### src/rtl/uart_pkg.sv
// Shared types and constants for the UART blocks: serializer states,
// register offsets and STATUS bit positions.
package uart_pkg;

  typedef enum logic [1:0] {IDLE, START, DATA, STOP} uart_tx_state_t;

  localparam logic [1:0] UART_TXDATA  = 2'd0;
  localparam logic [1:0] UART_STATUS  = 2'd1;
  localparam logic [1:0] UART_DIVISOR = 2'd2;

  localparam int STATUS_FULL_BIT   = 0;
  localparam int STATUS_EMPTY_BIT  = 1;
  localparam int STATUS_BUSY_BIT   = 2;
  localparam int STATUS_OVF_BIT    = 3;
  localparam int STATUS_COUNT_LSB  = 4;

  // The STATUS count field is only four bits wide, so larger counts clamp at 15.
  function automatic logic [3:0] sat_count(input int unsigned c);
    return (c > 15) ? 4'd15 : 4'(c);
  endfunction

endpackage

### src/rtl/sync_fifo.sv
// Synchronous circular-buffer FIFO with wrap-flag pointers; shared by TX and RX.
module sync_fifo #(
  parameter int WIDTH = 8,
  parameter int DEPTH = 8
) (
  input  logic                     clk,
  input  logic                     reset,
  input  logic                     push,
  input  logic                     pop,
  input  logic [WIDTH-1:0]         din,
  output logic [WIDTH-1:0]         dout,
  output logic                     full,
  output logic                     empty,
  output logic [$clog2(DEPTH):0]   count
);

  localparam int AW = $clog2(DEPTH);

  logic [WIDTH-1:0] mem [DEPTH];
  logic [AW:0]      wr_ptr;
  logic [AW:0]      rd_ptr;
  logic             do_push;
  logic             do_pop;

  assign full  = (wr_ptr[AW] != rd_ptr[AW]) && (wr_ptr[AW-1:0] == rd_ptr[AW-1:0]);
  assign empty = (wr_ptr == rd_ptr);
  assign count = wr_ptr - rd_ptr;
  assign dout  = mem[rd_ptr[AW-1:0]];

  // A pop in the same cycle frees a slot, so a push into a full FIFO still lands.
  assign do_pop  = pop & ~empty;
  assign do_push = push & (~full | do_pop);

  always_ff @(posedge clk or posedge reset) begin
    if (reset) begin
      wr_ptr <= '0;
      rd_ptr <= '0;
    end else begin
      if (do_push) wr_ptr <= wr_ptr + 1'b1;
      if (do_pop)  rd_ptr <= rd_ptr + 1'b1;
    end
  end

  always_ff @(posedge clk) begin
    if (do_push) mem[wr_ptr[AW-1:0]] <= din;
  end

endmodule

### src/rtl/wb_uart_tx.sv
// Wishbone-slave UART transmitter: register decode, TX FIFO and an 8N1
// serializer driving a registered o_uart_tx pin.
module wb_uart_tx
  import uart_pkg::*;
#(
  parameter int                   FIFO_DEPTH  = 8,
  parameter int                   DIV_WIDTH   = 16,
  parameter logic [DIV_WIDTH-1:0] DEFAULT_DIV = 16'd867
) (
  input  logic        clk,
  input  logic        reset,
  input  logic [3:0]  wb_adr_i,
  input  logic [31:0] wb_dat_i,
  output logic [31:0] wb_dat_o,
  input  logic        wb_we_i,
  input  logic [3:0]  wb_sel_i,
  input  logic        wb_stb_i,
  input  logic        wb_cyc_i,
  output logic        wb_ack_o,
  output logic        o_uart_tx,
  output logic        o_irq_tx_empty
);

  localparam int CW = $clog2(FIFO_DEPTH) + 1;

  logic                 bus_req;
  logic                 wr_en;
  logic [1:0]           reg_sel;
  logic [31:0]          rdata;
  logic                 ovf;
  logic [DIV_WIDTH-1:0] divisor;
  logic                 unused_bits;

  logic                 fifo_push;
  logic                 fifo_pop;
  logic [7:0]           fifo_dout;
  logic                 fifo_full;
  logic                 fifo_empty;
  logic [CW-1:0]        fifo_count;

  uart_tx_state_t       state, state_n;
  logic [DIV_WIDTH-1:0] baud_cnt, baud_cnt_n;
  logic [2:0]           bit_idx, bit_idx_n;
  logic [7:0]           shift, shift_n;
  logic                 tx_q, tx_n;

  assign bus_req     = wb_cyc_i & wb_stb_i & ~wb_ack_o;
  assign wr_en       = bus_req & wb_we_i & wb_sel_i[0];
  assign reg_sel     = wb_adr_i[3:2];
  assign fifo_push   = wr_en & (reg_sel == UART_TXDATA);
  assign unused_bits = ^{wb_adr_i[1:0], wb_sel_i[3:1], wb_dat_i[31:DIV_WIDTH]};

  sync_fifo #(
    .WIDTH (8),
    .DEPTH (FIFO_DEPTH)
  ) u_fifo (
    .clk   (clk),
    .reset (reset),
    .push  (fifo_push),
    .pop   (fifo_pop),
    .din   (wb_dat_i[7:0]),
    .dout  (fifo_dout),
    .full  (fifo_full),
    .empty (fifo_empty),
    .count (fifo_count)
  );

  always_comb begin
    rdata = '0;
    unique case (reg_sel)
      UART_STATUS: begin
        rdata[STATUS_FULL_BIT]  = fifo_full;
        rdata[STATUS_EMPTY_BIT] = fifo_empty;
        rdata[STATUS_BUSY_BIT]  = (state != IDLE);
        rdata[STATUS_OVF_BIT]   = ovf;
        rdata[STATUS_COUNT_LSB +: 4] = sat_count(32'(fifo_count));
      end
      UART_DIVISOR: rdata[DIV_WIDTH-1:0] = divisor;
      default: rdata = '0;
    endcase
  end

  // Ack, read data and write side effects all register on the same edge.
  always_ff @(posedge clk or posedge reset) begin
    if (reset) begin
      wb_ack_o <= 1'b0;
      wb_dat_o <= '0;
      ovf      <= 1'b0;
      divisor  <= DEFAULT_DIV;
    end else begin
      wb_ack_o <= bus_req;
      wb_dat_o <= (bus_req & ~wb_we_i) ? rdata : '0;
      if (fifo_push & fifo_full & ~fifo_pop) begin
        ovf <= 1'b1;
      end else if (wr_en & (reg_sel == UART_STATUS) & wb_dat_i[STATUS_OVF_BIT]) begin
        ovf <= 1'b0;
      end
      if (wr_en & (reg_sel == UART_DIVISOR)) divisor <= wb_dat_i[DIV_WIDTH-1:0];
    end
  end

  // tx_n reflects the current state, so the pin trails the FSM by one clock.
  always_comb begin
    state_n    = state;
    baud_cnt_n = baud_cnt;
    bit_idx_n  = bit_idx;
    shift_n    = shift;
    fifo_pop   = 1'b0;
    tx_n       = 1'b1;
    unique case (state)
      IDLE: begin
        tx_n = 1'b1;
        if (!fifo_empty) begin
          fifo_pop   = 1'b1;
          shift_n    = fifo_dout;
          baud_cnt_n = divisor;
          state_n    = START;
        end
      end
      START: begin
        tx_n = 1'b0;
        if (baud_cnt == '0) begin
          baud_cnt_n = divisor;
          bit_idx_n  = 3'd0;
          state_n    = DATA;
        end else begin
          baud_cnt_n = baud_cnt - DIV_WIDTH'(1);
        end
      end
      DATA: begin
        tx_n = shift[0];
        if (baud_cnt == '0) begin
          baud_cnt_n = divisor;
          shift_n    = {1'b0, shift[7:1]};
          if (bit_idx == 3'd7) begin
            state_n = STOP;
          end else begin
            bit_idx_n = bit_idx + 3'd1;
          end
        end else begin
          baud_cnt_n = baud_cnt - DIV_WIDTH'(1);
        end
      end
      STOP: begin
        tx_n = 1'b1;
        if (baud_cnt == '0) begin
          state_n = IDLE;
        end else begin
          baud_cnt_n = baud_cnt - DIV_WIDTH'(1);
        end
      end
      default: state_n = IDLE;
    endcase
  end

  always_ff @(posedge clk or posedge reset) begin
    if (reset) begin
      state    <= IDLE;
      baud_cnt <= '0;
      bit_idx  <= '0;
      shift    <= '0;
      tx_q     <= 1'b1;
    end else begin
      state    <= state_n;
      baud_cnt <= baud_cnt_n;
      bit_idx  <= bit_idx_n;
      shift    <= shift_n;
      tx_q     <= tx_n;
    end
  end

  assign o_uart_tx      = tx_q;
  assign o_irq_tx_empty = fifo_empty & (state == IDLE);

endmodule

### config.mk
export PLATFORM = sky130hd
export DESIGN_NAME = wb_uart_tx
export DESIGN_NICKNAME = d
export VERILOG_FILES = /design/src/rtl/uart_pkg.sv /design/src/rtl/sync_fifo.sv /design/src/rtl/wb_uart_tx.sv
export SDC_FILE = /design/constraint.sdc
export NUM_CORES = 1
export LEC_CHECK = 0
export CORE_MARGIN = 2
export CORE_UTILIZATION = 55
export CTS_CLUSTER_DIAMETER = 200
export DETAILED_ROUTE_END_ITERATION = 10
export PLACE_DENSITY_LB_ADDON = 0.1
export SKIP_CTS_REPAIR_TIMING = 1
export SYNTH_ARGS = -nofsm -noshare
export SYNTH_HDL_FRONTEND = slang
export SYNTH_SLANG_ARGS = --single-unit
### constraint.sdc
create_clock -name clk -period 3.6 [get_ports clk]
set_input_delay 0.72 -clock clk [delete_from_list [all_inputs] [get_ports clk]]
set_output_delay 0.72 -clock clk [all_outputs]
set_load 0.03 [all_outputs]
* Word-level counts from Yosys, hierarchy flattened
Memories as Yosys holds them, arrays and structs flattened. Cells that the tools add are included.
Word-level totals: RAM bits 64, bits in latches 0, word-level logic and storage cells 94, memories 1, bits in registers 72, ROM bits 0
Operators by class: reduce and logical (&&, ||, !) cells 14, eq/ne operators 16, add/subtract/negate cells 5, $lt $le $gt $ge 0, shift-type cells 0, bitwise logic cells 20, mux-type cells 27, $mul 0, divide/modulo/power cells 0
Memory list:
- u_fifo.mem | depth 8, bits a word 8, read ports 1, clocked after Yosys merged registers in 0, wr ports 1, line sync_fifo.sv:19 | logic [WIDTH-1:0] mem [DEPTH];
Operators by type and width (count):
- 16-bit 2-to-1 mux | 4
- 16-bit one-hot mux with 3 select lines | 1
- 8-bit one-hot mux with 2 select lines | 2
- 8-bit 2-to-1 mux | 3
- 16-bit logical NOT | 1
- 16-bit by 1-bit subtractor with 16-bit output (second input constant) | 1
- 1-bit AND | 14
- 2-bit != test (second input constant) | 7
- 2-bit 2-to-1 mux | 5
- 3-bit 2-to-1 mux | 3
- 4-bit by 1-bit adder with 4-bit output (second input constant) | 2
- 2-bit one-hot mux with 4 select lines | 1
- 2-bit nonzero test | 4
- 2-bit equality test (second input constant) | 3
- 1-bit 2-to-1 mux | 6
- 3-bit one-hot mux with 2 select lines | 1
- 1-bit inverter | 5
- 5-bit AND reduction | 1
- 2-bit by 1-bit equality test with 1-bit output (second input constant) | 2
- 4-bit equality test | 1
- 2-bit logical NOT | 2
- 4-bit AND reduction | 1
- 2-bit OR reduction | 2
- 4-bit subtractor | 1
- 9 further kinds | 9

* Depth between registers and ports, before layout
word-level depth 8, depth in mapped cells 11

* By module
A second synthesis with hierarchy kept.
Unflattened totals: cell total of the unflattened synthesis 496, area, all modules 6353.6 um^2
By module, submodules not included:
- wb_uart_tx | instances 1, cells each 327, seq. area each 1610.3 um^2, area each 3377.0 um^2
- sync_fifo | instances 1, cells each 169, seq. area each 2122.0 um^2, area each 2976.6 um^2

* Worst setup path before layout
OpenSTA, ideal clock, no wires.
kind reg2reg, from reg u_fifo.rd_ptr[1], to mem u_fifo.mem[4][0], enable pin, library setup time 385 ps, stages on the path, launching flop included 11, data required time 3215 ps, data arrival time 2925 ps, setup slack 290 ps, clock period less this slack 3310 ps, path through dfrtp_1 > clkbuf_1 > buf_1 > inv_1 > ha_1 > and3_1 > nand3_1 > and3_1 > clkbuf_1 > nand2_1 > nor3b_1
On the way: longest elaborated chain between the ends 8
RTL lines:
- start: declaration | line sync_fifo.sv:21 | logic [AW:0] rd_ptr;
- start signal: assignment | line sync_fifo.sv:40 | if (do_pop) rd_ptr <= rd_ptr + 1'b1;
- 4-bit equality test | line sync_fifo.sv:26 | assign empty = (wr_ptr == rd_ptr);
- 1-bit 2-to-1 mux | line wb_uart_tx.sv:113 | if (!fifo_empty) begin
- 1-bit 2-to-1 mux | line wb_uart_tx.sv:110 | unique case (state)
- 1-bit AND | line sync_fifo.sv:31 | assign do_pop = pop & ~empty;
- 1-bit OR * | line sync_fifo.sv:32 | assign do_push = push & (~full | do_pop);
- 1-bit AND * | line sync_fifo.sv:32
- 1-bit 2-to-1 mux * | line sync_fifo.sv:45 | if (do_push) mem[wr_ptr[AW-1:0]] <= din;
- 1-bit 2-to-1 mux (implied by the code) * | line sync_fifo.sv:45
- end: declaration | line sync_fifo.sv:19
Every way passes the cells marked *; elsewhere a longest branch is shown, timed or not.

* Worst setup path in the final report
from reg u_fifo.wr_ptr[1], to out o_irq_tx_empty
On the way: longest elaborated chain between the ends 2
RTL lines:
- start: declaration | line sync_fifo.sv:20 | logic [AW:0] wr_ptr;
- start signal: assignment | line sync_fifo.sv:39 | if (do_push) wr_ptr <= wr_ptr + 1'b1;
- 4-bit equality test | line sync_fifo.sv:26
- 1-bit AND | line wb_uart_tx.sv:173 | assign o_irq_tx_empty = fifo_empty & (state == IDLE);
- end: declaration | line wb_uart_tx.sv:21 | output logic o_irq_tx_empty
Every way passes these cells.

==> qor.txt <==
Clock slew at reported path FFs -> 0.06 ns
Worst skew pair latency -> 0.52 ns
CP Data Arrival Time -> 2.39 ns
Slew @ Worst Pin -> 0.707 ns
Share of cells above drive strength 1 -> 18.0%
CP Capture Type -> primary output
Post-Syn Area -> 6180 sq um
Non-Filler Instances -> 678
Port bufs -> 42
Syn Inst Count -> 470
Worst reg2reg path depth -> 8
Post-synth ARST share -> 52.9%
Max Clock Skew -> 0.00871 ns
Via count -> 4,030
Hold Crit Start -> shift[0]
Core area -> 10,900 sq um
HP Class -> reg2reg
Gr usage total -> 24.2%
P_leak -> 3.00 nW
Die H -> 110 um
Root Driver -> clkbuf_8
Synth unique cells -> 62
RSZ-0062 raised after global routing -> no
MaxCap Viol Count -> 0
Mean Syn Cell Area -> 13.2 sq um
Worst-path fanout max -> 12
Number of synthesized flops with an enable pin -> 64
Initial Util -> 56.8%
VDD IR-drop max -> 464 uV
R2R Path End -> u_fifo.mem[0][1]
Hold Vio Cnt, Final -> 0
Final period util -> 86.5%
Cell breakdown of the critical path -> ha_1, and3_1, nand3_1, inv_1, dlymetal6s2s_1
Slowest cell on the critical path -> dfrtp_1
Rows -> 38
CTS Buf Count -> 17
RR Startpoint -> u_fifo.wr_ptr[1]
Die W -> 110 um
Crit path kind -> reg2out
Max stage delay on crit path -> 0.53 ns
Reg-to-reg slack, setup -> 0.73 ns
WP data required -> 2.88 ns
CTS tree -> yes
Sequential element share of the synthesized area -> 60.3%
Post-Route WL -> 13,300 um
Detail Route Antenna Nets -> 0
Max-slew violations -> 0
Sink Count -> 136
Nets -> 588
Dpl hpwl -> 8890 um
Largest net degree at the start of global routing -> 33
Final routed DRC violation total -> 0
Max-slew headroom -> 52.8%
Pwr dens -> 802 nW/um^2
Final setup violation count -> 0
Die area -> 12,100 sq um
Maximum clock frequency -> 321 MHz
Dpl cells -> 646
Antenna violations before repair -> 0
GPL Wtd Cong -> 0.875
TNS Setup -> 0 ns
H-tree Lvls -> 4
Worst Hold Depth -> 2
Status -> complete, no violations
Grt total ovfl -> 0
Via density -> 5.94
Worst hold margin -> 0.498 ns
Initial DRC count -> 316
Worst hold path endpoint -> o_uart_tx
Tmin final -> 3.11 ns
Number of global-route vias before repair -> 3,982
Synth Register Bits -> 136
# diodes -> 0
Max clock buf depth -> 2
First-pass GRT wire length -> 21,200 um
Top_reg_cell synth -> dfrtp_1
Top Ports -> 80
Startpoint types -> flip-flop
Synth warn -> 0
DR WL/cell -> 19.6 um
DRT Pass-1 Iters -> 5
Area grow syn2layout -> 18.4%
-- worst max-delay path by stage --
| stage | to | startpoint | slack [ns] | cells after the start |
|---|---|---|---|---|
| 3_5_place_dp | u_fifo.mem[0][1] | wb_stb_i | 0.62 | 7 |
| 2_1_floorplan | u_fifo.mem[4][0] | u_fifo.rd_ptr[1] | 0.29 | 10 |
| 5_1_grt | o_irq_tx_empty | u_fifo.wr_ptr[1] | 0.35 | 5 |
| 4_1_cts | o_irq_tx_empty | u_fifo.wr_ptr[1] | 0.1 | 5 |
| 6_report | o_irq_tx_empty | u_fifo.wr_ptr[1] | 0.49 | 5 |
| 3_3_place_gp | u_fifo.mem[0][1] | wb_stb_i | 0.63 | 7 |
-- synthesized netlist by cell type, drive strengths merged, types with 2 or more instances --
cell	instances	area share [%]
nor2b	2	0.20
a221o	6	0.97
or3	4	0.42
o31ai	2	0.24
buf	26	3.0
nand2	22	1.3
dfstp	7	3.0
o2bb2ai	6	0.85
mux4	16	5.8
nor3	12	0.97
a21o	3	0.40
a221oi	2	0.28
nor2	50	3.0
o41ai	2	0.28
a21oi	16	1.5
o22ai	8	0.81
mux2	19	3.5
and3	12	1.2
dfrtp	65	26
clkbuf	10	0.61
xor2	2	0.28
o21a	2	0.24
nand3	7	0.57
edfxtp	64	31
o21ai	17	1.4
a22o	4	0.57
a22oi	8	0.97
a32oi	2	0.28
inv	16	0.97
xnor2	7	0.99
a211o	4	0.57
nand4	4	0.40
nor3b	4	0.49
nor4	5	0.61
ha	17	3.4
-- area by class of cell --
class	instances	area, sq um
Sequential cell	136	3730
Fill cell	811	3560
Multi-Input combinational cell	296	2220
Timing Repair Buffer	57	536
Clock buffer	19	432
Tap cell	140	175
Clock inverter	13	165
Inverter	17	63.8
-- state kept, by name, summed over array words and instances (netlist names), 3 cells and up --
signal,cells
baud_cnt,16
bit_idx,3
divisor,16
shift,8
u_fifo.mem,64
u_fifo.rd_ptr,4
u_fifo.wr_ptr,4
wb_dat_o,16
-- placed cells by master (no fill, tap or decap), types with 11 or more instances in the layout --
cell and instances:
ha_1 17, a21oi_1 15, conb_1 16, mux4_2 16
clkdlybuf4s50_1 41, mux2_2 19, inv_1 15, dfrtp_1 65
nor2_1 50, nand2_1 22, nor3_1 12, edfxtp_1 64
clkbuf_16 16, o21ai_0 14, buf_4 15, and3_1 11
-- cell families after synthesis --
kind of cell / count (synthesis) / synth area share, %
AOI/OAI and AO/OA: 87 / 10.0
muxes: 36 / 9.45
xor gates and xnor gates: 9 / 1.27
other: 1 / 0.0606
adders and majority gates: 18 / 3.76
and+or+nand+nor: 130 / 10.4
DFF: 136 / 60.3
buffers and inverters: 53 / 4.67
-- per-layer routing --
| metal | GRT usage (%) | wire [um] | up-vias |
|---|---|---|---|
| li1 | - | - | 1841 |
| met1 | 34.8 | 6020 | 2051 |
| met2 | 37.7 | 6420 | 128 |
| met3 | 5.41 | 757 | 10 |
| met4 | 6.33 | 76 | 0 |
| met5 | 0 | 0 | - |
-- stage by stage --
step | power, mW | setup slack (ns) | cell area, sq um | utilization [%]
2_1_floorplan | 3.67 | 0.290 | 6240 | -
3_3_place_gp | 4.06 | 0.630 | 6720 | 61.8
3_5_place_dp | 4.12 | 0.615 | 6720 | 61.8
4_1_cts | 5.89 | 0.0979 | 7320 | 67.2
5_1_grt | 6.22 | 0.352 | 7320 | 67.3
6_report | 5.87 | 0.487 | 7320 | 67.3
-- power breakdown --
group / internal, mW / leakage [nW] / total (mW) / switching, mW
sequential: 1.86 / 1.49 / 2.07 / 0.212
combinational: 0.875 / 1.21 / 2.05 / 1.18
clock: 1.08 / 0.295 / 1.75 / 0.666
total: 3.82 / 3.00 / 5.87 / 2.06
-- worst max-delay path, delay by kind of cell (launching register included) --
family / cells / cell delay, ns
adders and majority gates: 1 / 0.38
and+or+nand+nor: 2 / 0.39
buffers and inverters: 2 / 0.55
DFF: 1 / 0.53
Note: power is estimated with default switching activity, not from simulation.
==> patch 1, RTL diff (same flow settings) <==
`wb_dat_o` no longer has a reset.
--- a/src/rtl/wb_uart_tx.sv
+++ b/src/rtl/wb_uart_tx.sv
@@ -86,3 +86,2 @@
       wb_ack_o <= 1'b0;
-      wb_dat_o <= '0;
       ovf      <= 1'b0;
@@ -91,3 +90,2 @@
       wb_ack_o <= bus_req;
-      wb_dat_o <= (bus_req & ~wb_we_i) ? rdata : '0;
       if (fifo_push & fifo_full & ~fifo_pop) begin
@@ -99,2 +97,6 @@
     end
+  end
+
+  always_ff @(posedge clk) begin
+    wb_dat_o <= (bus_req & ~wb_we_i) ? rdata : '0;
   end
Check against the original RTL: not equivalent (Yosys sat finds a counterexample within 4 cycles, from zero or initial values and one cycle with reset high).
==> patch 1 against the original RTL <==
Largest power group is now combinational cells; final area decreased by 1.7%; sequential cell count unchanged; critical endpoint unchanged; clock power decreased by 12%; power decreased by 2.4%; worst setup slack got worse by 0.28 ns; critical path type unchanged; first-iteration DRC count decreased by 6.3%; wire length decreased by 1.1%; synthesized area decreased by 1.6%.
==> patch 1: results (changes against the original RTL) <==
stage,metric,value,unit,change
critical_path,reg2reg end,baud_cnt[6]$_DFFE_PP0P_,,
hold_path,Worst Hold Class,register to register,,
timing,Slew headroom,0.573,,+0.0448
logic_synthesis,Post-synth EDFFs,64,,unchanged
global_routing,largest net degree at the start of global routing,30,,-9.1%
drt,Vias,4033,,+0.074%
drt,Initial DRC Count,296,,-6.3%
placement,port bufs,42,,unchanged
critical_path,r2r startpoint,u_fifo.rd_ptr[2]$_DFFE_PP0P_,,
critical_path,Worst R2R Path Depth,10,,+2
critical_path,Worst Setup SP,u_fifo.rd_ptr[2]$_DFFE_PP0P_,,
timing,Final Skew,0.00907,ns,+0.000356 ns
placement,Inst Count DP,648,,+0.31%
cells_and_area,Fillers,789,,-2.7%
logic_synthesis,Syn Area/Cell,13.1,um2,-0.79%
cells_and_area,ANT cells,0,,unchanged
cells_and_area,share of cells above drive strength 1,0.169,,-0.0118
global_routing,GRT Util Overall,0.237,,-0.00473
clock_network,maximum clock path buffer count,2,,unchanged
cells_and_area,Total Nets Final,589,,+0.17%
logic_synthesis,leading cell types by count after synthesis,"64 x edfxtp_1, 49 x dfrtp_1, 35 x nand2_1, 32 x nor2_1, 19 x inv_1",,
drt,WL/cell,19.3,um,-1.4%
placement,dpl hpwl,8.99,mm,+1.2%
cells_and_area,Largest register FFs,64,,unchanged
critical_path,worst path arrival time,2.67,ns,+0.28 ns
logic_synthesis,synthesis warning total,0,,unchanged
power_and_ir_drop,Pleak,2.88,nW,-4.1%
placement,routability congestion estimate,0.891,,+1.8%
cells_and_area,final non-filler cell total,680,,+0.29%
power_and_ir_drop,VDD IR max,0.543,mV,+17%
clock_network,Num CTS Buffers,17,,unchanged
critical_path,r2r setup slk,0.94,ns,+0.21 ns
global_routing,first-pass GRT wire length,20.6,mm,-3.0%
clock_network,Root Buffer,clkbuf_8,,
clock_network,clk slew on worst S/H paths,0.06,ns,about the same
run_status,status,"complete, no violations",,
global_routing,antenna violations before repair,0,,unchanged
clock_network,Skew-Pair Late Insertion Delay,0.52,ns,about the same
logic_synthesis,ys async rst share,0.412,,-0.118
critical_path,CP Max Fanout,4,,-8
drt,drt first pass iters,7,,+2
critical_path,Critical Path End,o_irq_tx_empty,,
logic_synthesis,share of the yosys chip area belonging to registers,0.600,,-0.00311
global_routing,vias in the first global route,3818,,-4.1%
logic_synthesis,"top cells by area, synth","edfxtp_1 32%, dfrtp_1 20%, mux4_2 5.9%",,
timing,fin crit share,0.942,,+0.0774
==> patch 1: through the flow <==
stage	hold slack (ns)	setup WS, ns	cell area, um2	utilization	power [mW]
after floorplan	0.448	0.326	6140	-	3.67
after global placement	0.468	0.807	6670	0.618	4.11
after detailed placement	0.475	0.753	6670	0.618	4.19
after CTS	0.488	0.195	7200	0.667	5.73
after global routing	0.523	0.0697	7200	0.667	6.05
final	0.483	0.209	7200	0.667	5.73
==> patch 1: kinds of logic (layout without fill, tap and decap cells) <==
family	after synthesis	count (layout)	synth area share
AO/OA/AOI/OAI	89	89	0.107
XOR/XNOR	9	9	0.0130
adder cells (fa/ha/maj)	17	17	0.0362
buffers and inverters	55	114	0.0467
flip-flops	136	136	0.600
multiplexers	35	35	0.0938
other	1	16	0.000616
AND/OR/NAND/NOR	124	124	0.102
==> patch 1: how the worst min path moves through the flow <==
stage | startpoint | to | slack, ns | cells after the start
3_3_place_gp | ovf$_DFFE_PP0P_ | ovf$_DFFE_PP0P_ | 0.47 | 2
6_report | ovf$_DFFE_PP0P_ | ovf$_DFFE_PP0P_ | 0.48 | 2
5_1_grt | ovf$_DFFE_PP0P_ | ovf$_DFFE_PP0P_ | 0.52 | 2
4_1_cts | ovf$_DFFE_PP0P_ | ovf$_DFFE_PP0P_ | 0.49 | 2
3_5_place_dp | ovf$_DFFE_PP0P_ | ovf$_DFFE_PP0P_ | 0.48 | 2
2_1_floorplan | ovf$_DFFE_PP0P_ | ovf$_DFFE_PP0P_ | 0.45 | 2
==> patch 1: power by group <==
group / internal [mW] / switching (mW) / total [mW]
sequential: 1.86 / 0.191 / 2.05
combinational: 0.891 / 1.25 / 2.14
clock: 0.929 / 0.612 / 1.54
==> patch 1: area by class of cell <==
class | instances | area, um2 | share of cell area
flip-flops and latches | 136 | 3650 | 0.507
multi-input cells | 290 | 2200 | 0.306
repair buffers | 61 | 563 | 0.0782
clock buffers | 24 | 450 | 0.0626
well taps | 140 | 175 | 0.0243
inverters | 21 | 78.8 | 0.0110
clock inverters | 8 | 75.1 | 0.0104
==> patch 1: routing by layer <==
layer | vias to the layer above | GRT usage | wire, um
met2 | 170 | 0.354 | 6170
met4 | 0 | 0.0705 | 116
met5 | - | 0 | 0
met3 | 11 | 0.0622 | 744
li1 | 1848 | - | -
met1 | 2004 | 0.344 | 6110
==> patch 1: critical path, cell delays in order, from the launching register on <==
cell and delay, ns:
dfrtp_1 0.35, clkinv_1 0.16, ha_1 0.40, and3_1 0.24, nand3_1 0.21, clkinv_1 0.11
clkdlybuf4s50_1 0.68
==> patch 2, RTL diff (config.mk and constraints unchanged) <==
Without the edit above. `FIFO_DEPTH`: 8 -> 16.
--- a/src/rtl/wb_uart_tx.sv
+++ b/src/rtl/wb_uart_tx.sv
@@ -5,3 +5,3 @@
 #(
-  parameter int                   FIFO_DEPTH  = 8,
+  parameter int                   FIFO_DEPTH  = 16,
   parameter int                   DIV_WIDTH   = 16,
Formal check against the unedited RTL: no difference found for any inputs over 10 cycles, from zero or initial values and one cycle with reset high; that may be too few to reach the edited logic, so the function may still have changed.
==> patch 2 against the original RTL <==
Power up 34%; sequential power up 43%; critical path type unchanged; largest power group unchanged; highest routed layer unchanged; wire length up 39%; synthesized cell count up 32%; synthesized area up 45%; worst setup slack worse by 0.069 ns; count of clock-buffer cells in the layout up 8; non-clock buffer count up 8; final area up 41%; sequential cell count up 66.
==> patch 2: results (changes against the original RTL) <==
stage,metric,value,unit,change
critical_path,CP Max Fanout,10,,-2
clock_network,Root Buffer,clkbuf_16,,
logic_synthesis,ys async rst share,0.366,,-0.163
global_routing,first-pass GRT wire length,29.4,mm,+39%
clock_network,H-Tree Depth,1,,-3
critical_path,worst path arrival time,2.46,ns,+0.07 ns
logic_synthesis,Post-Synth Adder-Cell Area,0.0301,,-0.00750
timing,fin crit share,0.884,,+0.0192
cells_and_area,Layout clock area frac,0.0665,,-0.0150
drt,drt total wl,18.5,mm,+39%
global_routing,largest net degree at the start of global routing,36,,+9.1%
cells_and_area,Fillers,1113,,+37%
drt,DR vias/cell,5.84,,-1.8%
drt,met2 routed wirelength,9.75,mm,+52%
critical_path,reg2reg end,baud_cnt[5]$_DFFE_PP0P_,,
power_and_ir_drop,Net Switching,2.71,mW,+32%
cells_and_area,Signal buffers,65,,+14%
global_routing,GRT Util Overall,0.217,,-0.0253
logic_synthesis,share of the yosys chip area belonging to registers,0.636,,+0.0325
global_routing,met1 usage,0.279,,-0.0694
drt,met3 WL,768,um,+1.5%
logic_synthesis,"top cells by area, synth","edfxtp_1 43%, dfrtp_1 19%, mux4_2 8.0%",,
logic_synthesis,xor/xnor share of the synthesized area,0.0117,,-0.00103
run_status,status,"complete, no violations",,
timing,worst-margin pin slew,0.862,ns,+0.156 ns
cells_and_area,Logic inverters,22,,+5
placement,Setup Slack @ Placement,0.625,ns,+0.00968 ns
clock_network,maximum clock path buffer count,3,,+1
cells_and_area,multi-input combinational area share,0.289,,-0.0145
drt,Initial DRC Count,323,,+2.2%
[patch 2: cell count changes after synthesis, sizes merged, moves of 6 or more]
cell	change
o22ai	-6
nand2	+7
inv	+6
mux4	+16
a21o	+6
and3	-9
clkbuf	+8
and2	+10
a21oi	+27
o2bb2ai	-6
a22oi	+10
edfxtp	+64
[patch 2: critical path, stage by stage (launching register included)]
cell and delay (ns):
dfrtp_1 0.55, inv_1 0.12, ha_1 0.39, and4_1 0.32, nand3_4 0.17, inv_4 0.21, buf_4 0.19
[patch 2: per-stage QoR]
stage	hold WS [ns]	instances	power, mW	area, um2	util
after floorplan	0.464	637	5.15	9030	-
after global placement	0.490	873	5.68	9630	0.606
after detailed placement	0.489	873	5.76	9630	0.606
after CTS	0.502	911	7.90	10300	0.649
after global routing	0.531	911	8.29	10300	0.649
final	0.505	911	7.86	10300	0.649
